<file path="src/rtl/id_stage.sv">
`default_nettype none
// ============================================================================
//  Module   : id_stage
//  Purpose  : RV32I instruction-decode stage. Drives register-file read
//             addresses, bypasses MEM/WB results onto the operands, stalls
//             on RAW hazards against EX, decodes immediates and control,
//             and registers the result into the ID/EX pipeline register.
//  Revision : 1.0  initial release
// ============================================================================
module id_stage #(
  parameter int              XLEN     = 32,
  parameter logic [XLEN-1:0] RESET_PC = 32'h0000_0000
) (
  input  logic            clk,
  input  logic            reset,

  // IF/ID side
  input  logic            if_valid,
  input  logic [31:0]     if_instr,
  input  logic [XLEN-1:0] if_pc,
  output logic            id_ready,
  input  logic            flush,

  // Register-file read port
  output logic [4:0]      rs1_addr,
  output logic [4:0]      rs2_addr,
  input  logic [XLEN-1:0] rs1_data,
  input  logic [XLEN-1:0] rs2_data,

  // Hazard / bypass sources
  input  logic [4:0]      ex_hold_rd,
  input  logic            ex_hold_wen,
  input  logic            mem_wen,
  input  logic [4:0]      mem_rd,
  input  logic [XLEN-1:0] mem_value,
  input  logic            wb_wen,
  input  logic [4:0]      wb_rd,
  input  logic [XLEN-1:0] wb_value,

  // ID/EX register
  input  logic            ex_ready,
  output logic            ex_valid,
  output logic [XLEN-1:0] ex_pc,
  output logic [XLEN-1:0] ex_rs1_val,
  output logic [XLEN-1:0] ex_rs2_val,
  output logic [XLEN-1:0] ex_imm,
  output logic [4:0]      ex_rd,
  output logic [2:0]      ex_funct3,
  output logic            ex_funct7b5,
  output logic [6:0]      ex_opcode,
  output logic            ex_reg_write,
  output logic            ex_mem_read,
  output logic            ex_mem_write,
  output logic            ex_branch,
  output logic            ex_jump,
  output logic            ex_illegal
);

  // Supported major opcodes. The low two bits are part of the match, so a
  // compressed-encoding word (instr[1:0] != 2'b11) falls into "illegal".
  localparam logic [6:0] OPC_LOAD   = 7'b0000011;
  localparam logic [6:0] OPC_OPIMM  = 7'b0010011;
  localparam logic [6:0] OPC_AUIPC  = 7'b0010111;
  localparam logic [6:0] OPC_STORE  = 7'b0100011;
  localparam logic [6:0] OPC_OP     = 7'b0110011;
  localparam logic [6:0] OPC_LUI    = 7'b0110111;
  localparam logic [6:0] OPC_BRANCH = 7'b1100011;
  localparam logic [6:0] OPC_JALR   = 7'b1100111;
  localparam logic [6:0] OPC_JAL    = 7'b1101111;

  // --------------------------------------------------------------------------
  // Instruction fields
  // --------------------------------------------------------------------------
  logic [6:0] w_opcode;
  logic [4:0] w_rd;
  logic [2:0] w_funct3;
  logic [4:0] w_rs1;
  logic [4:0] w_rs2;

  assign w_opcode = if_instr[6:0];
  assign w_rd     = if_instr[11:7];
  assign w_funct3 = if_instr[14:12];
  assign w_rs1    = if_instr[19:15];
  assign w_rs2    = if_instr[24:20];

  assign rs1_addr = w_rs1;
  assign rs2_addr = w_rs2;

  // --------------------------------------------------------------------------
  // Immediate formats, each already sign-extended to 32 bits from instr[31]
  // --------------------------------------------------------------------------
  logic [31:0] w_imm_i;
  logic [31:0] w_imm_s;
  logic [31:0] w_imm_b;
  logic [31:0] w_imm_u;
  logic [31:0] w_imm_j;

  assign w_imm_i = {{20{if_instr[31]}}, if_instr[31:20]};
  assign w_imm_s = {{20{if_instr[31]}}, if_instr[31:25], if_instr[11:7]};
  assign w_imm_b = {{19{if_instr[31]}}, if_instr[31], if_instr[7],
                    if_instr[30:25], if_instr[11:8], 1'b0};
  assign w_imm_u = {if_instr[31:12], 12'h000};
  assign w_imm_j = {{11{if_instr[31]}}, if_instr[31], if_instr[19:12],
                    if_instr[20], if_instr[30:21], 1'b0};

  // --------------------------------------------------------------------------
  // Decode
  // --------------------------------------------------------------------------
  logic signed [31:0] w_imm32;
  logic [XLEN-1:0]    w_imm;
  logic               w_use_rs1;
  logic               w_use_rs2;
  logic               w_reg_write;
  logic               w_mem_read;
  logic               w_mem_write;
  logic               w_branch;
  logic               w_jump;
  logic               w_illegal;

  // Opcode decode: operand usage, immediate selection and control bits.
  always_comb begin
    w_imm32     = '0;
    w_use_rs1   = 1'b1;
    w_use_rs2   = 1'b0;
    w_reg_write = 1'b0;
    w_mem_read  = 1'b0;
    w_mem_write = 1'b0;
    w_branch    = 1'b0;
    w_jump      = 1'b0;
    w_illegal   = 1'b0;
    case (w_opcode)
      OPC_LOAD: begin
        w_imm32     = w_imm_i;
        w_mem_read  = 1'b1;
        w_reg_write = 1'b1;
      end
      OPC_OPIMM: begin
        w_imm32     = w_imm_i;
        w_reg_write = 1'b1;
      end
      OPC_AUIPC: begin
        w_imm32     = w_imm_u;
        w_use_rs1   = 1'b0;
        w_reg_write = 1'b1;
      end
      OPC_STORE: begin
        w_imm32     = w_imm_s;
        w_use_rs2   = 1'b1;
        w_mem_write = 1'b1;
      end
      OPC_OP: begin
        w_use_rs2   = 1'b1;
        w_reg_write = 1'b1;
      end
      OPC_LUI: begin
        w_imm32     = w_imm_u;
        w_use_rs1   = 1'b0;
        w_reg_write = 1'b1;
      end
      OPC_BRANCH: begin
        w_imm32     = w_imm_b;
        w_use_rs2   = 1'b1;
        w_branch    = 1'b1;
      end
      OPC_JALR: begin
        w_imm32     = w_imm_i;
        w_jump      = 1'b1;
        w_reg_write = 1'b1;
      end
      OPC_JAL: begin
        w_imm32     = w_imm_j;
        w_use_rs1   = 1'b0;
        w_jump      = 1'b1;
        w_reg_write = 1'b1;
      end
      default: begin
        w_illegal   = 1'b1;
      end
    endcase
    // Writes to x0 are architecturally discarded; drop them here so
    // downstream never has to look at rd.
    if (w_rd == 5'd0) begin
      w_reg_write = 1'b0;
    end
  end

  assign w_imm = XLEN'(w_imm32);

  // --------------------------------------------------------------------------
  // RAW hazard against EX. No EX->ID bypass exists, so any match stalls.
  // --------------------------------------------------------------------------
  logic w_rs1_hit;
  logic w_rs2_hit;
  logic w_hazard;

  assign w_rs1_hit = w_use_rs1 && (w_rs1 == ex_hold_rd);
  assign w_rs2_hit = w_use_rs2 && (w_rs2 == ex_hold_rd);
  assign w_hazard  = if_valid && ex_hold_wen && (ex_hold_rd != 5'd0) &&
                     (w_rs1_hit || w_rs2_hit);

  assign id_ready  = ex_ready && !w_hazard;

  // --------------------------------------------------------------------------
  // Operand bypass: x0, then MEM (younger), then WB, then register file.
  // WB must be checked because the register file write lands on the same
  // edge that this stage samples its read data.
  // --------------------------------------------------------------------------
  function automatic logic [XLEN-1:0] bypass(
    input logic [4:0]      addr,
    input logic [XLEN-1:0] rf_val,
    input logic            m_en,
    input logic [4:0]      m_rd,
    input logic [XLEN-1:0] m_val,
    input logic            b_en,
    input logic [4:0]      b_rd,
    input logic [XLEN-1:0] b_val
  );
    logic [XLEN-1:0] result;
    if (addr == 5'd0) begin
      result = '0;
    end else if (m_en && (m_rd == addr)) begin
      result = m_val;
    end else if (b_en && (b_rd == addr)) begin
      result = b_val;
    end else begin
      result = rf_val;
    end
    return result;
  endfunction

  logic [XLEN-1:0] w_rs1_val;
  logic [XLEN-1:0] w_rs2_val;

  assign w_rs1_val = bypass(w_rs1, rs1_data, mem_wen, mem_rd, mem_value,
                            wb_wen, wb_rd, wb_value);
  assign w_rs2_val = bypass(w_rs2, rs2_data, mem_wen, mem_rd, mem_value,
                            wb_wen, wb_rd, wb_value);

  // --------------------------------------------------------------------------
  // ID/EX pipeline register
  // --------------------------------------------------------------------------
  // Priority: reset, flush, back-pressure hold, bubble on hazard, load.
  // An empty IF/ID slot loads with all control bits cleared.
  always_ff @(posedge clk) begin
    if (reset) begin
      ex_valid     <= 1'b0;
      ex_pc        <= RESET_PC;
      ex_rs1_val   <= '0;
      ex_rs2_val   <= '0;
      ex_imm       <= '0;
      ex_rd        <= 5'd0;
      ex_funct3    <= 3'd0;
      ex_funct7b5  <= 1'b0;
      ex_opcode    <= 7'd0;
      ex_reg_write <= 1'b0;
      ex_mem_read  <= 1'b0;
      ex_mem_write <= 1'b0;
      ex_branch    <= 1'b0;
      ex_jump      <= 1'b0;
      ex_illegal   <= 1'b0;
    end else if (flush) begin
      ex_valid     <= 1'b0;
    end else if (ex_ready) begin
      if (w_hazard) begin
        ex_valid     <= 1'b0;
        ex_reg_write <= 1'b0;
        ex_mem_read  <= 1'b0;
        ex_mem_write <= 1'b0;
        ex_branch    <= 1'b0;
        ex_jump      <= 1'b0;
        ex_illegal   <= 1'b0;
      end else begin
        ex_valid     <= if_valid;
        ex_pc        <= if_pc;
        ex_rs1_val   <= w_rs1_val;
        ex_rs2_val   <= w_rs2_val;
        ex_imm       <= w_imm;
        ex_rd        <= w_rd;
        ex_funct3    <= w_funct3;
        ex_funct7b5  <= if_instr[30];
        ex_opcode    <= w_opcode;
        ex_reg_write <= if_valid && w_reg_write;
        ex_mem_read  <= if_valid && w_mem_read;
        ex_mem_write <= if_valid && w_mem_write;
        ex_branch    <= if_valid && w_branch;
        ex_jump      <= if_valid && w_jump;
        ex_illegal   <= if_valid && w_illegal;
      end
    end
  end

endmodule
`default_nettype wire
</file>
<file path="config.mk">
export PLATFORM = sky130hd
export DESIGN_NAME = id_stage
export DESIGN_NICKNAME = d
export VERILOG_FILES = /design/src/rtl/id_stage.sv
export SDC_FILE = /design/constraint.sdc
export NUM_CORES = 1
export LEC_CHECK = 0
export CAP_MARGIN = 30
export CORE_MARGIN = 4
export CORE_UTILIZATION = 39
export DETAILED_ROUTE_END_ITERATION = 16
export PLACE_DENSITY_LB_ADDON = 0.12
export REMOVE_ABC_BUFFERS = 1
export SETUP_SLACK_MARGIN = 0.05
export SLEW_MARGIN = 40
export SYNTH_ARGS = -nofsm -noshare
export SYNTH_HDL_FRONTEND = slang
export SYNTH_SLANG_ARGS = --single-unit
</file>
<file path="constraint.sdc">
create_clock -name clk -period 2.1 [get_ports clk]
set_input_delay 0.21 -clock clk [delete_from_list [all_inputs] [get_ports clk]]
set_output_delay 0.21 -clock clk [all_outputs]
set_load 0.01 [all_outputs]
</file>
## Word-level counts from Yosys, hierarchy flattened

Cells that the tools add are included.

| storage, ports and cells | value |
|---|---|
| register bits | 151 |
| output and inout bits | 162 |
| logic and storage cells | 87 |
| bits of input ports | 215 |

| cells by class | value |
|---|---|
| reduce and logical (&&, ||, !) cells | 32 |
| bitwise operators | 2 |
| equality and inequality tests | 15 |
| multiplexer cells | 23 |

Operators by type and width:

| cell | count |
|---|---|
| $mux W32 | 6 |
| $pmux W32 S5 | 1 |
| $eq A5 B5 Y1 | 6 |
| $eq A7 B6 Y1 const B | 3 |
| $eq A7 B7 Y1 const B | 3 |
| $logic_and A1 B1 Y1 | 16 |
| $mux W1 | 16 |
| $logic_not A5 Y1 | 3 |
| $eq A7 B5 Y1 const B | 2 |
| $reduce_or A3 Y1 | 3 |
| $reduce_or A9 Y1 | 1 |
| $eq A7 B2 Y1 const B | 1 |
| $reduce_or A7 Y1 | 1 |
| $reduce_or A2 Y1 | 3 |
| $reduce_bool A5 Y1 | 1 |
| $reduce_and A3 Y1 | 1 |
| $not A1 Y1 | 2 |
| $reduce_and A2 Y1 | 1 |
| $logic_not A1 Y1 | 1 |
| $logic_or A1 B1 Y1 | 1 |

## Logic depth before layout (Yosys ltp)

| logic depth | value |
|---|---|
| depth in word-level cells | 8 |
| depth in mapped cells | 10 |
| depth with buffers taken out | 5 |

## Worst setup path after synthesis

No wires, ideal clock.

| timing path | value |
|---|---|
| path type | input -> register |
| from | in if_instr[3] |
| to | reg ex_pc[12] |
| arrival | 1964 ps |
| path slack | 4 ps |
| buffers on the path | 5 |
| stages on the path | 10 |
| setup time | 132 ps |
| data required time | 1968 ps |
| path through | clkbuf_1 and4b_1 o21a_1 buf_2 or4_1 buf_2 buf_2 buf_6 nand3_1 a21oi_1 |

| between the ends | value |
|---|---|
| longest elaborated chain between the ends | 8 |
| elaborated cells on any way between the ends | 16 |
| those cells by class | eq/ne: 6; mux: 2; bitwise: 1; reduce/logical: 7 |

RTL lines:

| item | RTL line | text |
|---|---|---|
| start: declaration | 19 | `input logic [31:0] if_instr,` |
| $eq A7 B7 Y1, or another cell as far along | 131 | `case (w_opcode)` |
| $reduce_or A3 Y1 (no source line) | -- |  |
| $mux W1 | 131 |  |
| $logic_and A1 B1 Y1, on equally long branches | 196, 197 |  |
| $logic_or A1 B1 Y1 * | 199 | `(w_rs1_hit \|\| w_rs2_hit);` |
| $logic_and A1 B1 Y1 * | 198 | `assign w_hazard = if_valid && ex_hold_wen && (ex_hold_rd != 5'd0) &&` |
| $not A1 Y1 (no source line) * | -- |  |
| $reduce_and A3 Y1 (no source line) * | -- |  |
| end signal: assignment | 274 | `ex_pc <= if_pc;` |
| end: declaration | 43 | `output logic [XLEN-1:0] ex_pc,` |

Every way passes the cells marked *; elsewhere a longest branch is shown, timed or not.
A chain may end at the register's enable or synchronous reset.

## Worst setup path after layout

| timing path | value |
|---|---|
| from | in if_instr[1] |
| to | out id_ready |

| between the ends | value |
|---|---|
| longest elaborated chain between the ends | 8 |
| elaborated cells on any way between the ends | 16 |
| those cells by class | eq/ne: 6; mux: 2; reduce/logical: 8 |

RTL lines:

| item | RTL line | text |
|---|---|---|
| $eq A7 B7 Y1, or another cell as far along | 131 |  |
| $reduce_or A3 Y1 (no source line) | -- |  |
| $mux W1 | 131 |  |
| $logic_and A1 B1 Y1, on equally long branches | 196, 197 |  |
| $logic_or A1 B1 Y1 * | 199 |  |
| $logic_and A1 B1 Y1 * | 198 |  |
| $logic_not A1 Y1 * | 201 | `assign id_ready = ex_ready && !w_hazard;` |
| $logic_and A1 B1 Y1 * | 201 |  |
| end: declaration | 21 | `output logic id_ready,` |

Marked as above.

==> metrics.cfg <==
[status]
status=completed

[critical_path]
start_kind=primary input
reg2reg_slack_ns=1.32
crit_cells=7
worstPathMaxFanout=3
crit_path_max_incr_delay_ns=0.51
ff2ff_path_depth=2
worstPathCellList=clkdlybuf4s50_1 -> buf_4 -> and4bb_2 -> nand4_1 -> nor3_4 -> nor3b_2 -> buf_2
crit_buf_inv=3
crit_family=simple AND/OR/NAND/NOR gates
crit_slowest_cell=clkdlybuf4s50_1
end_kind=primary output
arrival_ns=1.86
cp.required_ns=1.89
criticalPathCategory=primary input to primary output

[route]
drc_errors=0
dr.pass1.iters=5
drt-total-wl_mm=40.03
dr.first_iter.drc_count=922
drt-vias-per-instance=6.104
antenna_left=0
vias=10590
wire_per_inst_um=23.07

[timing]
min_period_over_period_pct=98.63
finalSetupViolations=0
rsz0062_at_grt=true
hold_viol=0
max_freq_mhz=482.8
finalCriticalPeriod_ns=2.071
drv_slew=0
worst_slack_ns=0.02882
slew-limit-headroom_pct=38.74
worstMarginPinSlew_ns=0.9189
hold-worst-slack_ns=0.1314
fin_skew_ns=0

[synth]
synth_edf_count=0
syn-instance-count=1046
yosysWarnings=0
netlist-cell-type-count=54
ys_dominant_reg_cell=dfxtp_1
yosys-top-cells-area=dfxtp_1 35%, a211oi_1 6.3%, o311ai_0 6.2%, o41ai_2 6.1%, a31oi_1 4.7%
syn_area_sq_mm=0.008596
ys_ff_latch=151
yosys-top-cells-count=151 x dfxtp_1, 101 x clkbuf_1, 78 x a21oi_1
yosysMostFrequentCell=dfxtp_1
synth_top_area_share_pct=35.17
async_flop_share_pct=0
synth_seq_area_share_pct=35.17
syn_area_per_cell_sq_um=8.218
synth_area_leader_cell=dfxtp_1

[grt]
grt-busiest-layer=met2
grt_overflow=0
grt_pass1_wl_mm=58.17
track_usage_pct=29.62
grt_max_degree=68
met3_usage_pct=7.826
antenna_found_initial=2
grt_pass1_vias=10270
grtUsageMet1_pct=36.31
met2_usage_pct=50.33

[placed_design]
placed_cell_area_sq_mm=0.01334
place.gp.congestion=0.8933
port_buffers=376
hpwl_mm=26.96
dp_slack_ns=-0.5646
dp_cells=1686

[cts]
cts_sinks=151
clk_latency_ns=0.43
cts_made_buffers=17
cts.path.max_buffers=2
cts_tree=yes
path_clk_slew_ns=0.07
cts_hold_buffers=0
cts-root-buf=clkbuf_16
htree_levels=4

[power]
p_leak_nw=5.559
power_density_mw_per_mm2=555.0
ir_drop_mv=0.5372

[finish]
design_area_sq_mm=0.01467
regArea_sq_mm=0.003023
num-fill-cells=1818
areaGrowthSynthToFinish_pct=70.63
drive_gt1_share_pct=19.68
utilization_pct=67.41
multi_input_area_sq_mm=0.005145
finalNetCount=1655
finalNonFillerCells=1735

[flow_run]
max_cap_viol_count=0

[floorplan]
die_w_um=156.5
die_h_um=156.5
start_util_pct=39.51
dieArea_sq_mm=0.02448
num_rows=54
coreArea_sq_mm=0.02176
ios=377

[worst_hold_path]
hold_class=primary input to register
min_path_cells=3

## power by group
group,switching (mW),internal (mW)
logic,0.925,1.04
registers,0.0805,3.00
clock network,1.50,1.59
total,2.51,5.63
## kinds of logic (layout without fill, tap and decap cells)
group	Yosys count	count (layout)	synth area share (%)
compound gates	458	458	40.84
buf+inv	217	624	10.64
simple gates	196	196	10.90
flops	151	151	35.17
xor+xnor	24	24	2.445
other cells	0	2	0
## cell usage in the layout, fill, tap and decap left out, types with 22 or more instances in the layout
cell and instances:
a211oi_1 70, a21oi_1 73, a31oi_1 65, buf_12 25, buf_4 100, clkbuf_16 22, clkdlybuf4s50_1 367, dfxtp_1 151
inv_1 72, nand3_1 64, nor2_1 70, o21ai_0 51, o311ai_1 35, o41ai_1 22, o41ai_2 42
## path summary, 6_finish.rpt
| kind | to | startpoint |
|---|---|---|
| hold reg to reg | ex_illegal | ex_illegal |
| setup / recovery | id_ready | if_instr[1] |
| setup reg to reg | ex_imm[15] | ex_imm[15] |
| hold / removal | ex_opcode[3] | if_instr[3] |
## worst register-to-register path, delay by kind of cell, from the launching register on
| kind | cells | cell delay (ns) |
|---|---|---|
| AO/OA/AOI/OAI | 2 | 0.28 |
| flip-flops | 1 | 0.43 |
## sequential cells by signal, indices dropped and copies added, names as in the netlist, 3 cells and up
register and count:
ex_funct3 3, ex_imm 32, ex_opcode 7, ex_pc 32, ex_rd 5, ex_rs1_val 32, ex_rs2_val 32
## metrics by stage
step / TNS (ns) / power (mW)
2_1_floorplan: -1089.57 / 3.723
3_3_place_gp: -66.58 / 4.942
3_5_place_dp: -71.13 / 4.956
4_1_cts: -0.01014 / 8.038
5_1_grt: -0.03389 / 8.401
6_report: 0 / 8.141
## routing by layer
metal	wire length [um]	up-vias
met1	15020	5113
met5	0	-
met4	1221	0
met2	19800	595
met3	3983	92
li1	-	4791
## cell type report
cell class              instances  area share [%]
clock buffers                  17           2.901
multi-input cells             678           35.08
diodes                          2         0.03412
repair buffers                519           36.04
flip-flops and latches        151           20.61
clock inverters                15           1.075
inverters                      73           1.868
well taps                     280           2.389
## repair_timing
action,CTS,global route
gates cloned,0,6
resized for setup,48,108
setup endpoints to repair,144,147
pin swaps,2,10
setup buffers,2,7
Power figures use the tool's default switching activity.
